<file path="config.mk">
export PLATFORM = sky130hd
export DESIGN_NAME = cfu_simd_mac_pipe
export DESIGN_NICKNAME = d
export VERILOG_FILES = /design/src/rtl/cfu_simd_mac_pipe.sv
export SDC_FILE = /design/constraint.sdc
export NUM_CORES = 1
export LEC_CHECK = 0
export BUFFER_PORTS_ARGS = -buffer_cell sky130_fd_sc_hd__buf_2
export CAP_MARGIN = 10
export CORE_UTILIZATION = 50
export CTS_CLUSTER_SIZE = 10
export DETAILED_ROUTE_END_ITERATION = 16
export HOLD_SLACK_MARGIN = 0.03
export PLACE_DENSITY_LB_ADDON = 0.25
export SLEW_MARGIN = 40
export SYNTH_ARGS = -nofsm -noshare
export SYNTH_HDL_FRONTEND = slang
export SYNTH_SLANG_ARGS = --single-unit
</file>
<file path="constraint.sdc">
create_clock -name clk -period 11.3 [get_ports clk]
set_input_delay 0.565 -clock clk [delete_from_list [all_inputs] [get_ports clk]]
set_output_delay 0.565 -clock clk [all_outputs]
set_load 0.02 [all_outputs]
</file>
<file path="src/rtl/cfu_simd_mac_pipe.sv">
// ---------------------------------------------------------------------------
// cfu_simd_mac_pipe
//
// CPU custom-function unit for int8 convolution / fully-connected inner loops.
// Each command computes a 4-lane signed-int8 dot product. Every activation is
// first biased by a programmable signed input offset. The dot product is then
// added into (or loaded into) one of NUM_ACC independent accumulators.
//
// The unit is a two-stage pipeline and sustains one command per cycle:
//   S1 (accept edge) : captures opcode, accumulator select and the partial sum.
//                      SETOFF updates the offset here, so the very next
//                      accepted command already uses the new offset.
//   S2 (drain edge)  : reads and writes the accumulator and loads the response.
//                      Both the read and the write happen in S2, so
//                      back-to-back commands to one accumulator chain without
//                      a hazard.
//
// Ports
//   clk                      in   1   clock
//   reset                    in   1   asynchronous active-low reset
//   cmd_valid                in   1   command strobe
//   cmd_ready                out  1   a command can be accepted this cycle
//   cmd_payload_function_id  in  10   [2:0] opcode, [6:3] accumulator select
//   cmd_payload_inputs_0     in  32   4 x int8 activations, lane k = [8k+7:8k]
//   cmd_payload_inputs_1     in  32   4 x int8 weights, same lane order
//   rsp_valid                out  1   response available
//   rsp_ready                in   1   CPU takes the response
//   rsp_payload_outputs_0    out 32   response data (accumulator sign-extended)
//
// Opcodes: 0 MAC, 1 CLR, 2 SETOFF, 3 RD, 4 CLRALL, 5 MACNEW, 6 RDSAT, 7 NOP.
//
// Build option
//   CFU_ACC_SAT_EN : when defined, MAC/MACNEW saturate instead of wrapping.
//                    Each clamp sets a sticky per-accumulator sat bit. RDSAT
//                    reads all sat bits and clears them. Without the macro,
//                    results wrap modulo 2^ACC_W and opcode 6 acts as a NOP.
// ---------------------------------------------------------------------------
module cfu_simd_mac_pipe #(
    parameter int NUM_ACC  = 4,   // power of two, 1..16
    parameter int ACC_W    = 32,  // signed accumulator width, 20..32
    parameter int OFFSET_W = 9    // signed input-offset width
) (
    input  logic        clk,
    input  logic        reset,
    input  logic        cmd_valid,
    output logic        cmd_ready,
    input  logic [9:0]  cmd_payload_function_id,
    input  logic [31:0] cmd_payload_inputs_0,
    input  logic [31:0] cmd_payload_inputs_1,
    output logic        rsp_valid,
    input  logic        rsp_ready,
    output logic [31:0] rsp_payload_outputs_0
);

    localparam int SEL_W = (NUM_ACC > 1) ? $clog2(NUM_ACC) : 1;
    // Lane sum must hold int8 + offset without overflow.
    localparam int LS_W  = ((OFFSET_W > 8) ? OFFSET_W : 8) + 1;
    localparam int PR_W  = LS_W + 8;      // one lane product
    localparam int PS_W  = PR_W + 2;      // sum of four lane products
    localparam int SUM_W = ACC_W + 1;     // accumulator add with carry/sign

    localparam logic [2:0] OP_MAC    = 3'd0;
    localparam logic [2:0] OP_CLR    = 3'd1;
    localparam logic [2:0] OP_SETOFF = 3'd2;
    localparam logic [2:0] OP_RD     = 3'd3;
    localparam logic [2:0] OP_CLRALL = 3'd4;
    localparam logic [2:0] OP_MACNEW = 3'd5;
    localparam logic [2:0] OP_RDSAT  = 3'd6;

`ifdef CFU_ACC_SAT_EN
    localparam logic signed [ACC_W-1:0] ACC_MAX = {1'b0, {(ACC_W-1){1'b1}}};
    localparam logic signed [ACC_W-1:0] ACC_MIN = {1'b1, {(ACC_W-1){1'b0}}};

    // Clamp a one-bit-wider sum into the accumulator range.
    function automatic logic signed [ACC_W-1:0] clamp_acc(input logic signed [SUM_W-1:0] v);
        if (v[ACC_W] != v[ACC_W-1]) begin
            clamp_acc = v[ACC_W] ? ACC_MIN : ACC_MAX;
        end else begin
            clamp_acc = v[ACC_W-1:0];
        end
    endfunction

    // True when the wide sum does not fit in ACC_W bits.
    function automatic logic sum_overflows(input logic signed [SUM_W-1:0] v);
        sum_overflows = (v[ACC_W] != v[ACC_W-1]);
    endfunction
`endif

    // ------------------------------------------------------------------
    // State
    // ------------------------------------------------------------------
    logic signed [OFFSET_W-1:0] offset_r;
    logic                       s1_valid_r;
    logic [2:0]                 s1_op_r;
    logic [SEL_W-1:0]           s1_sel_r;
    logic signed [PS_W-1:0]     s1_psum_r;
    logic signed [ACC_W-1:0]    acc_r [NUM_ACC];
    logic                       rsp_valid_r;
    logic [31:0]                rsp_payload_r;
`ifdef CFU_ACC_SAT_EN
    logic [NUM_ACC-1:0]         sat_r;
`endif

    // ------------------------------------------------------------------
    // Handshake
    // ------------------------------------------------------------------
    logic             adv2_s;
    logic             fire2_s;
    logic             accept_s;
    logic [2:0]       op_in_s;
    logic [SEL_W-1:0] sel_in_s;
    logic             unused_fid_s;

    // S2 can drain whenever the response slot is empty or being taken.
    assign adv2_s    = ~rsp_valid_r | rsp_ready;
    assign fire2_s   = s1_valid_r & adv2_s;
    assign cmd_ready = ~s1_valid_r | adv2_s;
    assign accept_s  = cmd_valid & cmd_ready;

    assign op_in_s  = cmd_payload_function_id[2:0];
    // Only the low select bits are used, so larger selects alias.
    assign sel_in_s = (NUM_ACC == 1) ? {SEL_W{1'b0}} : cmd_payload_function_id[3 +: SEL_W];
    assign unused_fid_s = ^cmd_payload_function_id[9:3];

    assign rsp_valid             = rsp_valid_r;
    assign rsp_payload_outputs_0 = rsp_payload_r;

    // ------------------------------------------------------------------
    // S1 datapath: 4-lane (act + offset) * weight reduction
    // ------------------------------------------------------------------
    logic signed [7:0]      act_s  [4];
    logic signed [7:0]      wgt_s  [4];
    logic signed [LS_W-1:0] lane_s [4];
    logic signed [PR_W-1:0] prod_s [4];
    logic signed [PS_W-1:0] psum_s;

    // Dot product of the offset-biased activations with the weights.
    always_comb begin
        psum_s = {PS_W{1'b0}};
        for (int k = 0; k < 4; k++) begin
            act_s[k]  = cmd_payload_inputs_0[8*k +: 8];
            wgt_s[k]  = cmd_payload_inputs_1[8*k +: 8];
            lane_s[k] = LS_W'(act_s[k]) + LS_W'(offset_r);
            prod_s[k] = PR_W'(lane_s[k]) * PR_W'(wgt_s[k]);
            psum_s    = psum_s + PS_W'(prod_s[k]);
        end
    end

    // S1 pipeline register: filled on accept, emptied when S2 drains it.
    always_ff @(posedge clk or negedge reset) begin
        if (!reset) begin
            s1_valid_r <= 1'b0;
            s1_op_r    <= 3'd0;
            s1_sel_r   <= {SEL_W{1'b0}};
            s1_psum_r  <= {PS_W{1'b0}};
        end else if (accept_s) begin
            s1_valid_r <= 1'b1;
            s1_op_r    <= op_in_s;
            s1_sel_r   <= sel_in_s;
            s1_psum_r  <= psum_s;
        end else if (adv2_s) begin
            s1_valid_r <= 1'b0;
        end
    end

    // Input offset: written at the accept edge so the next command sees it.
    always_ff @(posedge clk or negedge reset) begin
        if (!reset) begin
            offset_r <= {OFFSET_W{1'b0}};
        end else if (accept_s && (op_in_s == OP_SETOFF)) begin
            offset_r <= cmd_payload_inputs_0[OFFSET_W-1:0];
        end
    end

    // ------------------------------------------------------------------
    // S2 datapath: accumulator update and response formation
    // ------------------------------------------------------------------
    logic signed [ACC_W-1:0] acc_cur_s;
    logic signed [SUM_W-1:0] psum_ext_s;
    logic signed [SUM_W-1:0] sum_s;
    logic signed [ACC_W-1:0] acc_new_s;
    logic                    sat_hit_s;
    logic [31:0]             rsp_next_s;

    // New accumulator value (add or load), then wrap or clamp.
    always_comb begin
        acc_cur_s  = acc_r[s1_sel_r];
        psum_ext_s = SUM_W'(s1_psum_r);
        if (s1_op_r == OP_MACNEW) begin
            sum_s = psum_ext_s;
        end else begin
            sum_s = SUM_W'(acc_cur_s) + psum_ext_s;
        end
`ifdef CFU_ACC_SAT_EN
        acc_new_s = clamp_acc(sum_s);
        sat_hit_s = sum_overflows(sum_s);
`else
        acc_new_s = sum_s[ACC_W-1:0];
        sat_hit_s = sum_s[ACC_W] ^ sum_s[ACC_W-1];
`endif
    end

    // Response data selected by the S2 opcode, sign-extended to 32 bits.
    always_comb begin
        rsp_next_s = 32'd0;
        case (s1_op_r)
            OP_MAC:    rsp_next_s = 32'(acc_new_s);
            OP_MACNEW: rsp_next_s = 32'(acc_new_s);
            OP_RD:     rsp_next_s = 32'(acc_cur_s);
`ifdef CFU_ACC_SAT_EN
            OP_RDSAT:  rsp_next_s = 32'(sat_r);
`endif
            default:   rsp_next_s = 32'd0;
        endcase
    end

    // Accumulator bank: read-modify-write entirely inside S2.
    always_ff @(posedge clk or negedge reset) begin
        if (!reset) begin
            for (int i = 0; i < NUM_ACC; i++) begin
                acc_r[i] <= {ACC_W{1'b0}};
            end
        end else if (fire2_s) begin
            case (s1_op_r)
                OP_MAC:    acc_r[s1_sel_r] <= acc_new_s;
                OP_MACNEW: acc_r[s1_sel_r] <= acc_new_s;
                OP_CLR:    acc_r[s1_sel_r] <= {ACC_W{1'b0}};
                OP_CLRALL: begin
                    for (int i = 0; i < NUM_ACC; i++) begin
                        acc_r[i] <= {ACC_W{1'b0}};
                    end
                end
                default:   ;
            endcase
        end
    end

`ifdef CFU_ACC_SAT_EN
    // Sticky saturation flags: set on clamp, cleared by CLR/CLRALL/RDSAT.
    always_ff @(posedge clk or negedge reset) begin
        if (!reset) begin
            sat_r <= {NUM_ACC{1'b0}};
        end else if (fire2_s) begin
            case (s1_op_r)
                OP_MAC, OP_MACNEW: begin
                    if (sat_hit_s) begin
                        sat_r[s1_sel_r] <= 1'b1;
                    end
                end
                OP_CLR:    sat_r[s1_sel_r] <= 1'b0;
                OP_CLRALL: sat_r <= {NUM_ACC{1'b0}};
                OP_RDSAT:  sat_r <= {NUM_ACC{1'b0}};
                default:   ;
            endcase
        end
    end
`else
    logic unused_sat_s;
    assign unused_sat_s = sat_hit_s;
`endif

    // Response register: loaded when S2 drains, held while the CPU stalls.
    always_ff @(posedge clk or negedge reset) begin
        if (!reset) begin
            rsp_valid_r   <= 1'b0;
            rsp_payload_r <= 32'd0;
        end else if (fire2_s) begin
            rsp_valid_r   <= 1'b1;
            rsp_payload_r <= rsp_next_s;
        end else if (rsp_ready) begin
            rsp_valid_r   <= 1'b0;
        end
    end

endmodule
</file>
**After elaboration in Yosys (flattened, before gate mapping)**

Cells that the tools add are included.

- $add $sub $neg: 8
- Multipliers: 4
- Magnitude comparators: 2
- Equal/unequal tests: 5
- Multiplexer cells: 13
- Bitwise gates (word level): 9
- Reductions and logical operators: 8

Operators with widths:

| cell | number |
|---|---|
| 128-bit one-hot mux with 3 select lines | 1 |
| 128-bit AND | 1 |
| 128-bit bitwise mux | 1 |
| 32-bit 2-to-1 mux | 4 |
| 128-bit NOT | 1 |
| 10-bit by 8-bit multiplier with 18-bit output | 4 |
| 32-bit binary-select mux with 2-bit select | 1 |
| 32-bit demux with 2-bit select | 1 |
| 32-bit one-hot mux with 2 select lines | 1 |
| 8-bit by 9-bit adder with 10-bit output | 4 |
| 32-bit by 20-bit adder with 32-bit output | 1 |
| 19-bit by 18-bit adder with 20-bit output | 1 |
| 20-bit by 18-bit adder with 20-bit output | 1 |
| 18-bit by 18-bit adder with 19-bit output | 1 |
| 3-bit by 2-bit equality test with 1-bit output, second input constant | 2 |
| 3-bit equality test, second input constant | 2 |
| 1-bit 2-to-1 mux | 4 |
| 2-bit nonzero test | 2 |
| 3-bit by 1-bit equality test with 1-bit output, second input constant | 1 |
| 3-bit >= comparator, second input constant | 1 |
| 3-bit logical NOT | 1 |
| 3-bit by 1-bit less-than comparator with 1-bit output, second input constant | 1 |
| 2-bit NOT with 3-bit output | 1 |
| 3-bit nonzero test | 1 |
| 6 further kinds | 10 |

- Register bits after elaboration: 196
- Input bits: 78
- Logic and storage cells: 60

**Longest topological paths before layout**

Gate-level depths: netlist of run 1.

- Word-level depth: 8
- Mapped depth: 34
- Gate-level depth less buffers: 34

**Worst setup path before layout of run 1**

No wires, ideal clock.

- Path kind: input -> register
- Start: in cmd_payload_inputs_0[25]
- End: reg s1_psum_r[18]
- Arrival: 8.553 ns
- Required time: 11.170 ns
- Slack: 2.616 ns
- Stages: 30
- Path buffers: 1
- Cells stage by stage: ha_1 > a21o_1 > a21oi_1 > o21ai_0 > a21oi_1 > o21ai_0 > a21oi_1 > nor2b_1 > o31ai_1 > clkbuf_1 > nand2_1 > fa_1 > inv_1 > fa_1 > inv_1 > fa_1 > fa_1 > fa_1 > fa_1 > fa_1 > fa_1 > inv_1 > ha_1 > and2_1 > a31o_2 > a2111oi_0 > o311ai_0 > a21oi_1 > xor2_1 > o21ai_1

- Word-level cells in the longest chain between the ends: 3

RTL lines:

| element | RTL line | source |
|---|---|---|
| start: declaration | 48 | `input logic [31:0] cmd_payload_inputs_0,` |
| 8-bit by 9-bit adder with 10-bit output | 143 | `lane_s[k] = LS_W'(act_s[k]) + LS_W'(offset_r);` |
| 10-bit by 8-bit multiplier with 18-bit output | 144 | `prod_s[k] = PR_W'(lane_s[k]) * PR_W'(wgt_s[k]);` |
| 20-bit by 18-bit adder with 20-bit output | 145 | `psum_s = psum_s + PS_W'(prod_s[k]);` |
| end signal: assignment | 155 | `s1_psum_r <= {PS_W{1'b0}};` |
| end signal: assignment | 160 | `s1_psum_r <= psum_s;` |
| end: declaration | 96 | `logic signed [PS_W-1:0] s1_psum_r;` |

Every way passes these cells.
A chain may end at the register's enable or synchronous reset.

**Worst setup path in the final report of run 1**

- Start: reg offset_r[0]
- End: reg s1_psum_r[18]

- Word-level cells in the longest chain between the ends: 5
- Elaborated cells between the ends (all ways): 11
- Those cells by class: add/sub (7); mul (4)

RTL lines:

| element | RTL line | source |
|---|---|---|
| start: declaration | 92 | `logic signed [OFFSET_W-1:0] offset_r;` |
| start signal: assignment | 169 | `offset_r <= {OFFSET_W{1'b0}};` |
| start signal: assignment | 171 | `offset_r <= cmd_payload_inputs_0[OFFSET_W-1:0];` |
| 8-bit by 9-bit adder with 10-bit output | 143 |  |
| 10-bit by 8-bit multiplier with 18-bit output | 144 |  |
| 18-bit by 18-bit adder with 19-bit output | 145 |  |
| 19-bit by 18-bit adder with 20-bit output | 145 |  |
| 20-bit by 18-bit adder with 20-bit output (*) | 145 |  |

Every way passes the cells marked *; elsewhere a longest branch is shown, timed or not.

==> results.md, run 1 <==
- Status: completed
- Routed wire per std cell: 19.1 µm
- GRT Total Usage: between 20% and 30%
- Routing usage on met2: a little over two fifths
- # IOs: 112
- Initial cell density of the core: 50.9%
- Final setup viols: 0
- Met3 Use GR: 4.16%
- Core box area: 48000 µm²
- Root Buffer: clkbuf_16
- RSZ-0062 raised after global routing: false
- Hold_buf cts: 0
- Setup TNS: 0 ns
- Post-CTS sizing: 0
- Vias in the first global route: around 19000
- FP Rows: 80
- Clk_lat worst skew: 0.49 ns
- Crit start category: flip-flop
- Crit path kind: reg2reg
- FFs w/ async S/R, synth: between 90% and 100%
- Area of the mapped netlist: 24500 µm²
- Crit path top cell by count: fa_1
- Synth Area in Adders: 39.9%
- Tmin final: 9.59 ns
- Least-Margin Pin Slew: 0.946 ns
- Initial antenna violation count: 1
- Die Span Y: 223 µm
- Hold Crit Class: in2async
- Detailed Route WL: a little over 60000 µm
- CP peak stage delay: between 0.5 and 0.6 ns
- Synth Area in XOR/XNOR: 3.01%
- DR vias/cell: approximately 5.6
- Seq cells post-synth: 196
- Final antenna-violating net count: 0
- Layout cells sized above 1: approximately 9.7%
- Max Cap Viol: 0
- Post-synth EDFFs: 0
- Mapped Cells: 2558
- Final worst slack: between 1.5 and 2 ns
- DR vias: 18300
- CTS max path bufs: 2
- Crit end category: flip-flop
- Syn Nets: 3189
- Final Hold Fails: 0
- CTS sink count: 196
- Sequential area share after synthesis: about a fifth
- Fin nets: 3245
- Largest family of logic cells by synthesized area: adder cells
- CTS H-tree lvls: 4
- Synth Flop Type: dfrtp_1
- Post-synth cell types: 70
- Most Crowded Layer GR: met2
- Largest net degree at the start of global routing: 75
- Mapped Avg Cell Area: 9.56 µm²
- Synth Area in Compound Gates: 11.1%
- Met1 usage: 37.7%
- Clk_skew: around 0.017 ns
- CTS tree: done
- Critical Path AT: roughly 10 ns
- Num CTS Buffers: 17
- Overall die width: 223 µm
- CP max stage cell: fa_1
- Worst Path Required: between 10 and 15 ns
- Buffers added on ports: 106
- First-pass GRT wire length: 102000 µm
- Global route overflow: 0
- Synth warn: 0
- Worst-path maximum fanout: 7
- Post-CTS Setup Bufs: 0
- P&R area growth vs syn: 8.30%
- F_max: 0.104 GHz
- DR DRC count: 0
- Synth Area in Simple Gates: between 10 and 15%
- Fin. max-slew vios: 0
- DP Worst Slack: 1.66 ns
- DRT Pass-1 Iters: 5
- Die ar.: 49800 µm²
- Placer Congestion: approximately 0.92
- FILL cells: about 4300
- Final period utilization: 84.9%
- Relative slew margins: 36.4%
- Mux share of post-synthesis cell area: around 3.8%
- Detailed placer's ending HPWL: 50100 µm
- Worst-path clk slew: 0.09 ns
- 1st-iter DRT viols: about 1400
[worst paths after layout]
| check | start | to | slack [ns] | cells after the start |
|---|---|---|---|---|
| setup / recovery | offset_r[0]$_DFFE_PN0P_ | s1_psum_r[18]$_DFFE_PN0P_ | 1.71 | 33 |
| hold / removal | reset | asynchronous set/reset pin | 0.06 | 1 |
| setup reg to reg | offset_r[0]$_DFFE_PN0P_ | s1_psum_r[18]$_DFFE_PN0P_ | 1.71 | 33 |
| hold reg to reg | rsp_payload_outputs_0[8]$_DFFE_PN0P_ | rsp_payload_outputs_0[8]$_DFFE_PN0P_ | 0.47 | 2 |
| max in group asynchronous | reset | asynchronous set/reset pin | 10.18 | 2 |
| min in group clk | cmd_payload_function_id[3] | s1_sel_r[0]$_DFFE_PN0P_ | 0.27 | 3 |
[cell usage in the layout (no fill, tap or decap), types with 32 or more instances in the layout]
cell type,n
inv_1,442
fa_1,380
nand2_1,316
dfrtp_1,194
and2_1,177
ha_1,173
o21ai_0,167
buf_2,105
a21oi_1,86
nor2_1,81
xnor2_1,49
nor2b_1,37
mux4_2,32
[cells in the mapped netlist (4+ instances only)]
master    instances  area, µm²
xnor2_1          61        534
nand2_1         320       1200
nand3b_1          7       52.6
or3_1             5       31.3
o21ai_1          10       50.1
and2_1          177       1110
and3_1           11       68.8
a22o_1           25        219
fa_1            380       7610
a21o_1           21        158
o21ai_0         167        836
o22ai_1           5       31.3
o21a_1           11       82.6
xor2_1           23        201
nor2b_1          37        231
o21ai_2           5       43.8
a211oi_1          6       45.0
mux4_2           32        721
clkbuf_1         84        315
o21bai_1          9       67.6
a21oi_1          86        430
dfrtp_1         196       4900
nand2b_1         24        150
a21boi_0          5       37.5
a31oi_1          11       68.8
nor3_1           12       60.1
mux2i_1          10        100
nand4_1           4       25.0
mux2_2           10        113
inv_1           442       1660
nor2_1           82        308
buf_1             8       30.0
o31ai_1          11       82.6
a22oi_1           9       67.6
a31o_2            5       43.8
ha_1            173       2160
o211ai_1          9       67.6
nand3_1           8       40.0
a221oi_1          9       78.8
or2_2             4       25.0
[cells by family (layout without fill, tap and decap cells)]
kind of cell,Yosys count,count (layout)
compound gates,435,435
fa+ha+maj,553,553
simple gates,703,703
other cells,0,1
buf+inv,535,604
flops,196,196
mux,52,52
xor+xnor,84,84
[per-stage QoR]
step / instance area [µm²] / instances / util (%) / hold WS, ns
after floorplan: 24500 / 2558 / - / 0.269
after global placement: 25600 / 3204 / 53.3 / 0.455
after detailed placement: 25800 / 3210 / 53.6 / 0.460
after CTS: 26400 / 3242 / 54.9 / 0.0654
after global routing: 26500 / 3243 / 55.2 / 0.0944
final: 26500 / 3243 / 55.2 / 0.0610
[critical path, delay by kind of cell, from the launching register on]
kind	cells	cell delay, ns
xor+xnor	1	0.16
fa+ha+maj	11	5.10
compound gates	11	2.68
simple gates	4	0.65
flops	1	0.43
buf+inv	6	0.47
[layer usage]
| layer | vias to the layer above | share of wire (%) |
|---|---|---|
| li1 | 8272 | - |
| met1 | 9326 | 44 |
| met2 | 574 | 47 |
| met3 | 88 | 6.5 |
| met4 | 0 | 2.4 |
| met5 | - | 0 |
[area by class of cell]
cell class / instances / area (µm²) / area share [%]
Multi-Input combinational cell: 1827 / 17700 / 66.9
Tap cell: 615 / 769 / 2.90
Inverter: 442 / 1660 / 6.26
Timing Repair Buffer: 130 / 810 / 3.06
Clock inverter: 15 / 189 / 0.713
Antenna cell: 1 / 2.50 / 0.00944
Sequential cell: 196 / 4910 / 18.5
Clock buffer: 17 / 425 / 1.61
Power of run 1 is not shown: default switching activity piles up to over one toggle a cycle in this logic, so the estimate is an artifact.
==> run 2, diff against run 1 <==
- ABC_AREA: not set -> 1
- clock period: 11.3 -> 9 ns (I/O delays scaled with it)
==> results.md, run 2 <==
- Worst r2r src: offset_r[0]$_DFFE_PN0P_
- Most frequent cells in the layout: 751 x nand2_1, 718 x inv_1, 380 x fa_1
- Synth Flop Type: dfrtp_1
- DP Worst Slack: 0.744 ns
- # IOs: around 110
- Root Buffer: clkbuf_16
- 1st-iter DRT viols: 1613
- Die ar.: 51900 µm²
- Post-synth EDFFs: 0
- Final period utilization: 92.4%
- Core box area: 50300 µm²
- Worst Setup EP: s1_psum_r[16]$_DFFE_PN0P_
- Mapped Cells: 3223
- DR vias/cell: 5.32
- Final antenna-violating net count: 0
- Least-Margin Pin Slew: 0.846 ns
- Worst Setup SP: offset_r[0]$_DFFE_PN0P_
- Routed wire per std cell: 17.8 µm
- Placer Congestion: approximately 1
- Seq cells post-synth: 196
- # diodes: 0
- Crit path kind: reg2reg
- Fin. max-slew vios: 0
- Area of the mapped netlist: around 26000 µm²
- Initial cell density of the core: 50.7%
- Largest net degree at the start of global routing: 116
- Fin nets: 3923
- FP Rows: 82
- Worst Reg-to-Reg Cells: 32
- Post-CTS sizing: 0
- Die Span Y: 228 µm
- R2R Setup Slk: 0.69 ns
- Clk_skew: 0.0151 ns
- Max Cap Viol: 0
- CTS max path bufs: 2
- Worst-path clk slew: 0.08 ns
- First-pass GRT wire length: between 100000 and 150000 µm
- FILL cells: 4858
- Syn Nets: roughly 3900
- CTS tree: done
- Final Hold Fails: 0
- Crit end category: flip-flop
- Cell with the most instances after synthesis: nand2_1
- Relative slew margins: 43.2%
- Final setup viols: 0
- Worst Path Required: slightly above 9 ns
- Mapped Avg Cell Area: between 7 and 8 µm²
- DR DRC count: 0
- Most common cell after layout, fill and taps aside: nand2_1
- Crit start category: flip-flop
- Clk_lat worst skew: 0.47 ns
- Critical Path AT: approximately 8.6 ns
- DRT Pass-1 Iters: 6
- Synth top cells by count: 752 x nand2_1, 719 x inv_1, 380 x fa_1
- RSZ-0062 raised after global routing: false
- FFs w/ async S/R, synth: 100%
- Sequential area share after synthesis: 19.2%
- Initial antenna violation count: 0
- Main area contributors after synthesis: fa_1 30%, dfrtp_1 19%, nand2_1 11%, inv_1 11%, ha_1 8.5%
- Post-synth top area share: 29.8%
- F_max: around 0.12 GHz
- Overall die width: 228 µm
- Post-synth cell types: 50
- Setup TNS: 0 ns
- Final worst slack: 0.687 ns
- Reg-to-reg endpoint: s1_psum_r[16]$_DFFE_PN0P_
- GRT Total Usage: 28.4%
- Detailed Route WL: 71000 µm
- Cell taking the most area after synthesis: fa_1
- Layout cells sized above 1: 6.90%
- Detailed placer's ending HPWL: 59200 µm
- Tmin final: 8.31 ns
- Worst-path maximum fanout: 6
- Buffers added on ports: between 100 and 150
- Hold Crit Class: in2reg
- CTS H-tree lvls: 4
- Num CTS Buffers: 17
- CP peak stage delay: ~0.64 ns
- Global route overflow: 0
- Status: completed
- CTS sink count: 196
- CP max stage cell: dfrtp_1
- Vias in the first global route: 21900
- DR vias: about 21000
- Synth warn: 0
- Crit path top cell by count: fa_1
- P&R area growth vs syn: 7.29%
==> run 2: cell types whose count changed in the layout (fill, tap and decap cells not counted), moves of 29 or more <==
cell     delta
a21oi_1    +44
and2_1    -170
inv_1     +276
mux4_2     -32
nand2_1   +435
nand3_1   +169
nor2_1    +178
nor2b_1    -37
o21ai_0   -113
o21ai_1    +56
xnor2_1    -29
==> run 2: critical path: cells and delay by family, from the launching register on <==
| kind | cells | cell delay, ns |
|---|---|---|
| fa+ha+maj | 11 | 5.09 |
| compound gates | 4 | 0.74 |
| flops | 1 | 0.64 |
| simple gates | 12 | 1.31 |
| buf+inv | 5 | 0.38 |
==> run 2: timing repair <==
action | in CTS | in global routing
hold endpoints to repair | 114 | 0
hold buffers | 1 | 0
setup buffers | 0 | 0
==> run 2: worst min path at each step <==
| stage | startpoint | endpoint | slack, ns | depth (start not counted) |
|---|---|---|---|---|
| finish | cmd_payload_function_id[4] | s1_sel_r[1]$_DFFE_PN0P_ | 0.21 | 3 |
| global route | cmd_payload_inputs_0[4] | offset_r[4]$_DFFE_PN0P_ | 0.22 | 2 |
| CTS | cmd_payload_function_id[4] | s1_sel_r[1]$_DFFE_PN0P_ | 0.18 | 3 |
| detailed placement | flip-flop | flip-flop | 0.47 | 2 |
| global placement | flip-flop | flip-flop | 0.46 | 2 |
| floorplan | reset | asynchronous set/reset pin | 0.15 | 0 |
==> run 2: stage by stage <==
| step | util [%] | instance area [µm²] | hold slack [ns] | cells |
|---|---|---|---|---|
| 6_report | 54.4 | 27400 | 0.208 | 3977 |
| 5_1_grt | 54.4 | 27400 | 0.220 | 3977 |
| 4_1_cts | 54.4 | 27400 | 0.185 | 3977 |
| 3_5_place_dp | 53.2 | 26700 | 0.466 | 3944 |
| 3_3_place_gp | 53.1 | 26700 | 0.462 | 3941 |
| 2_1_floorplan | - | 25500 | 0.154 | 3223 |
==> run 2: logic make-up after synthesis <==
| logic type | count (synthesis) | share of synthesized area (%) |
|---|---|---|
| simple gates | 1284 | 21.1 |
| buf+inv | 804 | 12.1 |
| fa+ha+maj | 553 | 38.3 |
| compound gates | 334 | 7.43 |
| flops | 196 | 19.2 |
| xor+xnor | 44 | 1.51 |
| mux | 8 | 0.353 |
==> run 2: cell type report <==
cell class              instances  area [µm²]  share of cell area, %
multi-input cells            2223       17600                   64.1
flip-flops and latches        196        4900                   17.9
inverters                     729        2740                   10.0
well taps                     672         841                   3.07
repair buffers                125         707                   2.58
clock buffers                  19         453                   1.66
clock inverters                13         163                  0.594
==> run 2: per-layer routing <==
| metal | GRT usage (%) | vias up | routed length [µm] |
|---|---|---|---|
| li1 | - | 9929 | - |
| met1 | 35.0 | 10400 | 28500 |
| met2 | 50.3 | 659 | 35800 |
| met3 | 2.61 | 142 | 3170 |
| met4 | 13.3 | 0 | 3410 |
| met5 | 0 | - | 0 |
Power of run 2 is left out for the same reason.
==> run 3, diff against run 2 <==
- ABC_AREA: 1 -> not set
- CTS_CLUSTER_DIAMETER: not set -> 30
==> results.md, run 3 (synthesized netlist as in run 1, its figures left out) <==
- DR DRC count: 0
- CP peak stage delay: about 0.59 ns
- Die Span Y: 223 µm
- Post-Place Cells: 3234
- Max Cap Viol: 0
- CTS sink count: 196
- Relative slew margins: 41.9%
- Setup TNS: 0 ns
- CTS H-tree lvls: 4
- Worst r2r src: offset_r[1]$_DFFE_PN0P_
- Reg-to-reg endpoint: s1_psum_r[16]$_DFFE_PN0P_
- Clk_skew: 0.0193 ns
- Detailed placer's ending HPWL: a little over 50000 µm
- F_max: between 0.1 and 0.15 GHz
- Post-DP Area: 25900 µm²
- Most common cell after layout, fill and taps aside: inv_1
- Final Util: 55.7%
- CTS tree: done
- DR vias: about 18000
- Crit start category: flip-flop
- Crit path top cell by count: fa_1
- Root Buffer: clkbuf_16
- Crit path kind: reg2reg
- Most frequent cells in the layout: 442 x inv_1, 377 x fa_1, 318 x nand2_1
- Fin nets: 3275
- Placer Congestion: 0.944
- Routed wire per std cell: 19.3 µm
- Initial antenna violation count: 3
- Crit end category: flip-flop
- Worst-path clk slew: 0.09 ns
- Crit path buf inv count: 6
- Worst Path Required: 9.35 ns
- Fin. max-slew vios: 0
- Worst-path maximum fanout: 10
- Vias in the first global route: 18900
- DR vias/cell: between 5 and 6
- Hold Crit Start: cmd_payload_function_id[4]
- Overall die width: 223 µm
- Detailed Route WL: roughly 63000 µm
- Global route overflow: 0
- Final period utilization: 96.1%
- Least-Margin Pin Slew: 0.869 ns
- P&R area growth vs syn: 9.32%
- Critical Path AT: between 8 and 9 ns
- Final setup viols: 0
- Worst Reg-to-Reg Cells: 32
- # IOs: about 110
- Buffers added on ports: 106
- Initial cell density of the core: 50.9%
- DRT Pass-1 Iters: 6
- GRT Total Usage: 26.6%
- WHS Path Cells: 3
- Delay-heaviest family, CP: adder cells
- Die ar.: 49800 µm²
- R2R Setup Slk: 0.35 ns
- Final Hold Fails: 0
- Status: completed
- Core box area: 48000 µm²
- Hold Crit Class: in2reg
- Tmin final: 8.65 ns
- First-pass GRT wire length: 102000 µm
- Layout cells sized above 1: 11.3%
- CP max stage cell: fa_1
- CTS max path bufs: 2
- 1st-iter DRT viols: 1435
- Final Cell Area: 26700 µm²
- FP Rows: 80
- Final antenna-violating net count: 0
- Hold Crit Endpoint: s1_sel_r[1]$_DFFE_PN0P_
- Clk_lat worst skew: 0.48 ns
- Final cell count without fillers: between 3000 and 4000
- Largest net degree at the start of global routing: 80
- Num CTS Buffers: 17
## run 3: per-layer routing
layer	vias up	GRT usage, %	part of all wire [%]
met5	-	0	0
met4	0	7.50	2.2
met3	87	4.81	7.8
met2	664	41.2	46
met1	9243	38.5	44
li1	8329	-	-
## run 3: worst max path at each step
stage,startpoint,endpoint,cells past startpoint
floorplan,cmd_payload_inputs_0[25],s1_psum_r[18]$_DFFE_PN0P_,30
global placement,cmd_payload_inputs_0[24],s1_psum_r[18]$_DFFE_PN0P_,34
detailed placement,cmd_payload_inputs_0[24],s1_psum_r[18]$_DFFE_PN0P_,34
CTS,offset_r[0]$_DFFE_PN0P_,s1_psum_r[18]$_DFFE_PN0P_,33
global route,offset_r[0]$_DFFE_PN0P_,s1_psum_r[18]$_DFFE_PN0P_,33
finish,offset_r[1]$_DFFE_PN0P_,s1_psum_r[16]$_DFFE_PN0P_,32
## run 3: timing repair
| action | in CTS | in global routing |
|---|---|---|
| endpoints found under the setup margin | 1 | 7 |
| endpoints found under the hold margin | 35 | 0 |
| gates resized for setup | 4 | 40 |
| hold buffers | 1 | 0 |
| pin swaps | 1 | 10 |
| buffers inserted | 0 | 5 |
## run 3: area by class of cell
type                    count  area (µm²)
flip-flops and latches    196        4910
fillers                  4271       21300
repair buffers            160        1010
well taps                 615         769
diodes                      2        5.00
clock buffers              17         425
clock inverters            14         165
multi-input cells        1827       17800
inverters                 442        1660
## run 3: worst register-to-register path: cells and delay by family, from the launching register on
family | cells | cell delay (ns)
AND/OR/NAND/NOR | 3 | 0.35
flip-flops | 1 | 0.47
AO/OA/AOI/OAI | 12 | 2.14
buffers and inverters | 6 | 0.72
XOR/XNOR | 1 | 0.15
adder cells (fa/ha/maj) | 10 | 4.69
## run 3: per-stage QoR
step,hold slack (ns),setup slack [ns]
2_1_floorplan,0.154,0.431
5_1_grt,0.175,-0.00947
3_3_place_gp,0.455,-0.00247
6_report,0.160,0.354
4_1_cts,0.147,0.0339
3_5_place_dp,0.465,-0.126
Power of run 3 is left out for the same reason.
